--- src/rtl/control_secuencia_pc.sv ---
// Instruction sequencer for a load/increment program counter.
// Decodes the word at pc_cur each cycle and decides whether the counter increments,
// loads a target, or holds. The counter has no enable input, so a hold is a reload
// of pc_cur. Supports JMP, JZ, CALL/RET with a small return stack, WAIT n and HALT.
module control_secuencia_pc #(
    parameter int unsigned ADDR_W      = 5,
    parameter int unsigned STACK_DEPTH = 4
) (
    input  logic              CLK,
    input  logic              rst,
    input  logic              start,
    input  logic [7:0]        instr,
    input  logic              zero_flag,
    input  logic [ADDR_W-1:0] pc_cur,
    output logic              pc_load,
    output logic [ADDR_W-1:0] pc_in,
    output logic              exec,
    output logic              busy,
    output logic              halted,
    output logic [1:0]        err
);

    // sp counts 0..STACK_DEPTH, so it needs one more code than the entry index
    localparam int unsigned SP_W  = $clog2(STACK_DEPTH + 1);
    localparam int unsigned IDX_W = (STACK_DEPTH > 1) ? $clog2(STACK_DEPTH) : 1;
    localparam logic [SP_W-1:0] SP_FULL = SP_W'(STACK_DEPTH);

    localparam logic [2:0] OP_JMP  = 3'b001;
    localparam logic [2:0] OP_JZ   = 3'b010;
    localparam logic [2:0] OP_CALL = 3'b011;
    localparam logic [2:0] OP_RET  = 3'b100;
    localparam logic [2:0] OP_WAIT = 3'b101;
    localparam logic [2:0] OP_HALT = 3'b110;

    localparam logic [1:0] ERR_OVF = 2'b01;
    localparam logic [1:0] ERR_UNF = 2'b10;

    typedef enum logic [1:0] {StIdle, StRun, StWait, StHalt} state_e;

    state_e            state;
    logic [SP_W-1:0]   sp;
    logic [4:0]        wcnt;
    logic [ADDR_W-1:0] stack_mem [2**IDX_W];

    logic [2:0]        opcode;
    logic [4:0]        operand;
    logic [ADDR_W-1:0] target;
    logic [ADDR_W-1:0] ret_addr;
    logic [ADDR_W-1:0] pop_addr;
    logic [IDX_W-1:0]  push_idx;
    logic [IDX_W-1:0]  pop_idx;
    logic              stack_full;
    logic              stack_empty;

    assign opcode      = instr[7:5];
    assign operand     = instr[4:0];
    assign target      = ADDR_W'(operand);
    // CALL at the top address pushes 0: plain modular wrap, no error
    assign ret_addr    = pc_cur + ADDR_W'(1);
    assign push_idx    = IDX_W'(sp);
    assign pop_idx     = IDX_W'(sp - SP_W'(1));
    assign pop_addr    = stack_mem[pop_idx];
    assign stack_full  = (sp >= SP_FULL);
    assign stack_empty = (sp == '0);

    // Counter control and status flags, decoded from state and the current word
    always_comb begin
        pc_load = 1'b1;
        pc_in   = pc_cur;
        exec    = 1'b0;
        busy    = 1'b0;
        halted  = 1'b0;
        unique case (state)
            StIdle: begin
                pc_in = '0;
            end
            StRun: begin
                exec = 1'b1;
                busy = 1'b1;
                case (opcode)
                    OP_JMP: pc_in = target;
                    OP_JZ: begin
                        if (zero_flag) pc_in = target;
                        else           pc_load = 1'b0;
                    end
                    OP_CALL: begin
                        if (!stack_full) pc_in = target;
                    end
                    OP_RET: begin
                        if (!stack_empty) pc_in = pop_addr;
                    end
                    OP_WAIT: begin
                        if (operand == 5'd0) pc_load = 1'b0;
                    end
                    OP_HALT: pc_load = 1'b1;
                    // NOP and the reserved opcode both just advance
                    default: pc_load = 1'b0;
                endcase
            end
            StWait: begin
                busy = 1'b1;
                if (wcnt == 5'd1) pc_load = 1'b0;
            end
            StHalt: begin
                halted = 1'b1;
                if (start) pc_in = '0;
            end
        endcase
    end

    // Sequencer state, return stack, wait counter and sticky error
    always_ff @(posedge CLK) begin
        if (rst) begin
            state <= StIdle;
            sp    <= '0;
            wcnt  <= '0;
            err   <= 2'b00;
        end else begin
            unique case (state)
                StIdle: begin
                    if (start) begin
                        state <= StRun;
                        sp    <= '0;
                        err   <= 2'b00;
                    end
                end
                StRun: begin
                    case (opcode)
                        OP_CALL: begin
                            if (!stack_full) begin
                                stack_mem[push_idx] <= ret_addr;
                                sp                  <= sp + SP_W'(1);
                            end else begin
                                err   <= ERR_OVF;
                                state <= StHalt;
                            end
                        end
                        OP_RET: begin
                            if (!stack_empty) begin
                                sp <= sp - SP_W'(1);
                            end else begin
                                err   <= ERR_UNF;
                                state <= StHalt;
                            end
                        end
                        OP_WAIT: begin
                            if (operand != 5'd0) begin
                                wcnt  <= operand;
                                state <= StWait;
                            end
                        end
                        OP_HALT: state <= StHalt;
                        default: ;
                    endcase
                end
                StWait: begin
                    if (wcnt == 5'd1) state <= StRun;
                    else              wcnt  <= wcnt - 5'd1;
                end
                StHalt: begin
                    if (start) begin
                        state <= StRun;
                        sp    <= '0;
                        err   <= 2'b00;
                    end
                end
            endcase
        end
    end

endmodule

--- config.mk ---
export PLATFORM = sky130hd
export DESIGN_NAME = control_secuencia_pc
export DESIGN_NICKNAME = d
export VERILOG_FILES = /design/src/rtl/control_secuencia_pc.sv
export SDC_FILE = /design/constraint.sdc
export NUM_CORES = 1
export LEC_CHECK = 0
export ABC_CLOCK_PERIOD_IN_PS = 3900
export CORE_MARGIN = 3
export CORE_UTILIZATION = 41
export DETAILED_ROUTE_END_ITERATION = 16
export SKIP_CTS_REPAIR_TIMING = 1
export SLEW_MARGIN = 0
export SYNTH_ARGS = -nofsm -noshare
export SYNTH_HDL_FRONTEND = slang
export SYNTH_SLANG_ARGS = --single-unit
--- constraint.sdc ---
create_clock -name CLK -period 3.9 [get_ports CLK]
set_input_delay 1.17 -clock CLK [delete_from_list [all_inputs] [get_ports CLK]]
set_output_delay 1.17 -clock CLK [all_outputs]
set_load 0.05 [all_outputs]
==> results_dict.tcl, run 1 <==
set metrics [dict create \
    totalWireLength_mm 4.79 \
    antenna_found_initial 0 \
    start_util_pct 44.3 \
    path_max_fanout 2 \
    routabilityCongestion 0.805 \
    rows 24 \
    switchingPower_uw 728 \
    leakage_uw 0.000995 \
    cts-buffers-inserted 5 \
    total_power_uw 1740 \
    min_period_ns 3.80 \
    synth_cell_types 54 \
    clock.fmax_ghz 0.263 \
    grt_pass1_wl_mm 7.50 \
    max_stage_delay_ns 0.45 \
    rsz0062_at_grt "false" \
    worst_slack_ns 0.104 \
    min_to "state[1]" \
    cp-start-kind "primary input" \
    finalCritPeriodShare_pct 97.3 \
    synthArstFlopShare_pct 0 \
    power_frac_comb_pct 57.4 \
    viasPerCell 5.46 \
    preCtsSetupSlack_ns -0.168 \
    syn-num-nets 201 \
    placed_area_sq_mm 0.00246 \
    area_growth_pct 32.5 \
    place_hpwl_mm 3.62 \
    power_frac_seq_pct 24.5 \
    hp-class "flop to flop" \
    worstHoldPathCells 2 \
    grt_usage_pct 16.3 \
    cp-end-kind "primary output" \
    die_w_um 76.0 \
    pwr-share-clk_pct 18.1 \
    cp_cell_sequence "clkdlybuf4s50_1 -> nor3_2 -> a21o_1 -> a31oi_1 -> a221o_1 -> buf_4" \
    final_layout_size_suffix_gt1_share_pct 26.1 \
    io_pins 28 \
    port-buffer-count 27 \
    fin_hold_ws_ns 0.499 \
    synth_cells 173 \
    gr-total-overflow 0 \
    diodes 0 \
    first_pass_iters 4 \
    postSynth.topFlopCell "edfxtp_1" \
    swShare_pct 41.8 \
    grt_pass1_vias 1515 \
    status "finished clean" \
    final_util_pct 58.7 \
    critPathBufInv 2 \
    die_h_um 76.0 \
    clk_latency_ns 0.28 \
    fin_area_sq_mm 0.00266 \
    yosys_register_bits 32 \
    reg2reg_to "state[0]" \
    clkSlewWorstSetupHoldPaths_ns 0.07 \
    core_sq_mm 0.00453 \
    internal_power_uw 1010 \
    drv_cap 0 \
    yosysSeqAreaShare_pct 41.9 \
    cp_top_family "buffers and inverters" \
    tightest_slew_ns 0.495 \
    htree_levels 2 \
    worstHoldStart "state[1]" \
    setup_violations 0 \
    maxSlewHeadroom_pct 66.9 \
    maxSlewViolCount 0 \
    clockRootBuffer "clkbuf_8" \
    drc 0 \
    syn_area_per_cell_sq_um 11.6 \
    power.density_mw_per_mm2 655 \
    cts.sinks 32 \
    cp-startpoint "instr[0]" \
    wire_per_inst_um 16.9 \
    yosys_warnings 0 \
    postRouteAntennaNets 0 \
    cts_tree "done" \
    clock_skew_ns 0.00672 \
    r2r_cells 8 \
    drtIter0Drc 97 \
    r2r_slack_ns 1.57 \
    vias 1546 \
    netlist_area_sq_mm 0.00201 \
    worstSetupPathType "primary input to primary output" \
    die-area_sq_mm 0.00577 \
    synth_edf_count 20 \
    r2r_start "sp[0]" \
    cp_data_required_time_ns 2.73 \
    irDropWorstVdd_uv 283 \
    grt_max_degree 13 \
    cp.arrival_ns 2.63 \
    ctsLongestPathBuffers 2 \
    finalHoldViolCount 0 \
    slowest_stage "clkdlybuf4s50_1" \
    nets 245 \
]
[synth_stat cells, types with 4 or more instances]
library cell	number	area share [%]
edfxtp_1	20	30
inv_1	13	2.4
dfxtp_1	12	12
ha_1	11	6.9
nor2_1	10	1.9
nand2_1	7	1.3
o31ai_1	7	2.6
a21oi_1	6	1.5
mux2i_1	5	2.5
mux4_2	5	5.6
a22oi_1	4	1.5
and2_1	4	1.2
nand3_1	4	1.0
nor2b_1	4	1.2
o2bb2ai_1	4	1.7
[power by group through the flow]
stage          clock [uW]  combinational, uW  sequential [uW]
2_1_floorplan           0                640              447
3_3_place_gp            0                943              431
3_5_place_dp            0                957              433
4_1_cts               320                960              426
5_1_grt               339               1070              431
6_report              315               1000              426
[final cells by class]
type                            count  area (sq um)
Fill cell                         371          1870
Clock inverter                      3          42.5
Clock buffer                        5          68.8
Sequential cell                    32           841
Tap cell                           65          81.3
Inverter                           14          52.6
Multi-Input combinational cell    118          1100
Timing Repair Buffer               46           470
[routing by layer]
layer  vias up  part of all wire [%]  track usage (%)
li1        759                     -                -
met4         0                  0.71             3.26
met1       763                    46             20.8
met5         -                     0                0
met3         5                   2.5             4.38
met2        19                    50             27.9
[sequential cells by signal, indices dropped and copies added (netlist names)]
| name | count |
|---|---|
| err | 2 |
| stack_mem | 20 |
| sp | 3 |
| state | 2 |
| wcnt | 5 |
[worst max-delay path by stage]
stage / to / slack [ns] / cells past startpoint
3_3_place_gp: pc_in[1] / -0.14 / 6
2_1_floorplan: pc_in[0] / 0.002 / 4
4_1_cts: pc_in[1] / -0.19 / 6
5_1_grt: pc_load / 0.04 / 6
6_report: pc_load / 0.10 / 6
3_5_place_dp: pc_in[1] / -0.17 / 6
[stage by stage]
step / setup TNS [ns] / cells
after floorplan: 0 / 173
after global placement: -0.667 / 273
after detailed placement: -0.795 / 273
after CTS: -0.876 / 281
after global routing: 0 / 283
final: 0 / 283
[worst reg2reg max path: stages, from the launching register on]
cell and delay (ns):
dfxtp_1 0.34, inv_1 0.09, ha_1 0.23, ha_1 0.24, or4b_4 0.49, buf_4 0.16
a21o_1 0.20, o311a_2 0.16, mux2_4 0.30
[layout by cell type (no fill, tap or decap), drive strengths merged, types with 3 or more instances in the layout]
cell / count
nand2: 7
and2: 4
edfxtp: 20
nor2: 10
clkbuf: 5
o2bb2ai: 5
inv: 13
a211oi: 3
buf: 25
mux2i: 6
nor2b: 4
dlymetal6s2s: 4
clkdlybuf4s50: 17
dfxtp: 12
xnor2: 3
mux4: 5
nand3: 4
a311oi: 3
a21oi: 6
a22oi: 4
ha: 11
o31ai: 7
[cell families (layout without fill, tap and decap cells)]
logic type,count (synthesis),after routing,share of synthesized area [%]
DFF,32,32,41.9
muxes,12,12,9.97
AOI/OAI and AO/OA,43,43,18.6
and+or+nand+nor,47,47,14.5
adders and majority gates,11,11,6.86
xor gates and xnor gates,5,5,2.18
buffers and inverters,23,68,6.05
Note: power is estimated with default switching activity, not from simulation.
==> run 2: changes to the inputs <==
--- a/config.mk
+++ b/config.mk
@@ -10,7 +10,7 @@
 export CORE_UTILIZATION = 41
 export DETAILED_ROUTE_END_ITERATION = 16
 export SKIP_CTS_REPAIR_TIMING = 1
-export SLEW_MARGIN = 0
+export SLEW_MARGIN = 15
 export SYNTH_ARGS = -nofsm -noshare
 export SYNTH_HDL_FRONTEND = slang
 export SYNTH_SLANG_ARGS = --single-unit
==> results of run 2 <==
Same layout as run 1: the final DEF is identical, and so are final timing and power.
==> run 3: changes to the inputs <==
--- a/config.mk
+++ b/config.mk
@@ -6,7 +6,7 @@
 export NUM_CORES = 1
 export LEC_CHECK = 0
 export ABC_CLOCK_PERIOD_IN_PS = 3900
-export CORE_MARGIN = 3
+export CORE_MARGIN = 5
 export CORE_UTILIZATION = 41
 export DETAILED_ROUTE_END_ITERATION = 16
 export SKIP_CTS_REPAIR_TIMING = 1
==> results_dict.tcl, run 3 (synthesis gave the netlist of run 1 again) <==
set metrics [dict create \
    drc 0 \
    grt_usage_pct 16.2 \
    cp_cell_sequence "clkdlybuf4s50_1 -> inv_1 -> a21oi_1 -> o31ai_4 -> buf_6 -> o2bb2ai_2 -> clkbuf_16" \
    ctsLongestPathBuffers 2 \
    max_stage_delay_ns 0.48 \
    postRouteAntennaNets 0 \
    regMostFlops "stack_mem" \
    power_frac_comb_pct 59.9 \
    cts-buffers-inserted 5 \
    min_period_ns 3.86 \
    finalCritPeriodShare_pct 98.9 \
    slowest_stage "clkdlybuf4s50_1" \
    maxSlewHeadroom_pct 66.8 \
    irDropWorstVdd_uv 445 \
    totalWireLength_mm 4.83 \
    core_sq_mm 0.00472 \
    drtIter0Drc 80 \
    reg.largest.list "stack_mem: 20 flops, wcnt: 5 flops, sp: 3 flops" \
    switchingPower_uw 740 \
    grt_pass1_vias 1595 \
    die-area_sq_mm 0.00639 \
    internal_power_uw 958 \
    cts.sinks 32 \
    path_max_fanout 4 \
    viasPerCell 5.42 \
    place_hpwl_mm 3.70 \
    status "finished clean" \
    grt_max_degree 13 \
    htree_levels 2 \
    pwr-share-clk_pct 15.0 \
    vias 1540 \
    antenna_found_initial 0 \
    clock.fmax_ghz 0.259 \
    swShare_pct 43.6 \
    diodes 0 \
    total_power_uw 1700 \
    leakage_uw 0.000981 \
    largest_register_ffs 20 \
    mostFrequentLayoutCell "edfxtp_1" \
    die_w_um 80.0 \
    final_layout_size_suffix_gt1_share_pct 26.7 \
    wire_per_inst_um 17.0 \
    nets 244 \
    worst_slack_ns 0.0427 \
    preCtsSetupSlack_ns -0.195 \
    cp_data_required_time_ns 2.73 \
    cp-end-kind "primary output" \
    area_growth_pct 32.8 \
    grt_pass1_wl_mm 7.87 \
    die_h_um 80.0 \
    setup_violations 0 \
    first_pass_iters 4 \
    gr-total-overflow 0 \
    num-fill-cells 404 \
    hp-class "flop to flop" \
    maxSlewViolCount 0 \
    critPathBufInv 4 \
    cp.arrival_ns 2.69 \
    drv_cap 0 \
    mostFrequentLayoutCells "20 x edfxtp_1, 17 x clkdlybuf4s50_1, 17 x buf_4" \
    io_pins 28 \
    power.density_mw_per_mm2 637 \
    clockRootBuffer "clkbuf_8" \
    start_util_pct 42.5 \
    port-buffer-count 27 \
    clock_skew_ns 0.00666 \
    rows 25 \
    finalSetupTns_ns 0 \
    power_frac_seq_pct 25.1 \
    cp_top_family "buffers and inverters" \
    routabilityCongestion 0.769 \
    cts_tree "done" \
    finalHoldViolCount 0 \
    clk_latency_ns 0.28 \
    worstSetupPathType "primary input to primary output" \
    cp-start-kind "primary input" \
    clkSlewWorstSetupHoldPaths_ns 0.07 \
    tightest_slew_ns 0.497 \
]
run 3: final timing paths:
| kind | slack [ns] | cells after the start | to | startpoint |
|---|---|---|---|---|
| worst max register to register | 1.58 | 8 | state[0] | sp[1] |
| worst max-delay path | 0.04 | 7 | pc_in[2] | start |
| worst min register to register | 0.51 | 2 | wcnt[4] | wcnt[4] |
| worst min-delay path | 0.51 | 2 | wcnt[4] | wcnt[4] |
run 3: area by class of cell:
class / instances / area, sq um / share of cell area [%]
inverters: 14 / 52.6 / 1.97
well taps: 67 / 83.8 / 3.15
flip-flops and latches: 32 / 841 / 31.5
repair buffers: 45 / 484 / 18.2
clock buffers: 5 / 68.8 / 2.58
clock inverters: 3 / 18.8 / 0.704
multi-input cells: 118 / 1120 / 41.9
run 3: tightest hold or removal path, cell delays in order, from the launching register on:
cell and delay (ns):
dfxtp_1 0.34, nand2_1 0.06, o32ai_1 0.06
run 3: through the flow:
stage	cells	hold WS [ns]	util [%]	cell area (sq um)
final	284	0.508	56.4	2670
after global routing	284	0.533	56.4	2670
after CTS	283	0.498	54.1	2550
after detailed placement	275	0.488	52.2	2470
after global placement	275	0.466	52.2	2470
after floorplan	173	0.453	-	2010
run 3: power by group through the flow:
stage / clock network [uW] / logic (uW) / registers (uW)
final: 255 / 1020 / 426
after global routing: 273 / 1090 / 432
after CTS: 258 / 964 / 427
after detailed placement: 0 / 959 / 434
after global placement: 0 / 949 / 430
after floorplan: 0 / 640 / 447
run 3: layer usage:
layer	vias to the layer above	global-route usage [%]	share of wire [%]
met5	-	0	0
met4	0	4.73	0.31
met3	2	4.40	4.8
met2	32	27.4	50
met1	757	20.1	45
li1	749	-	-
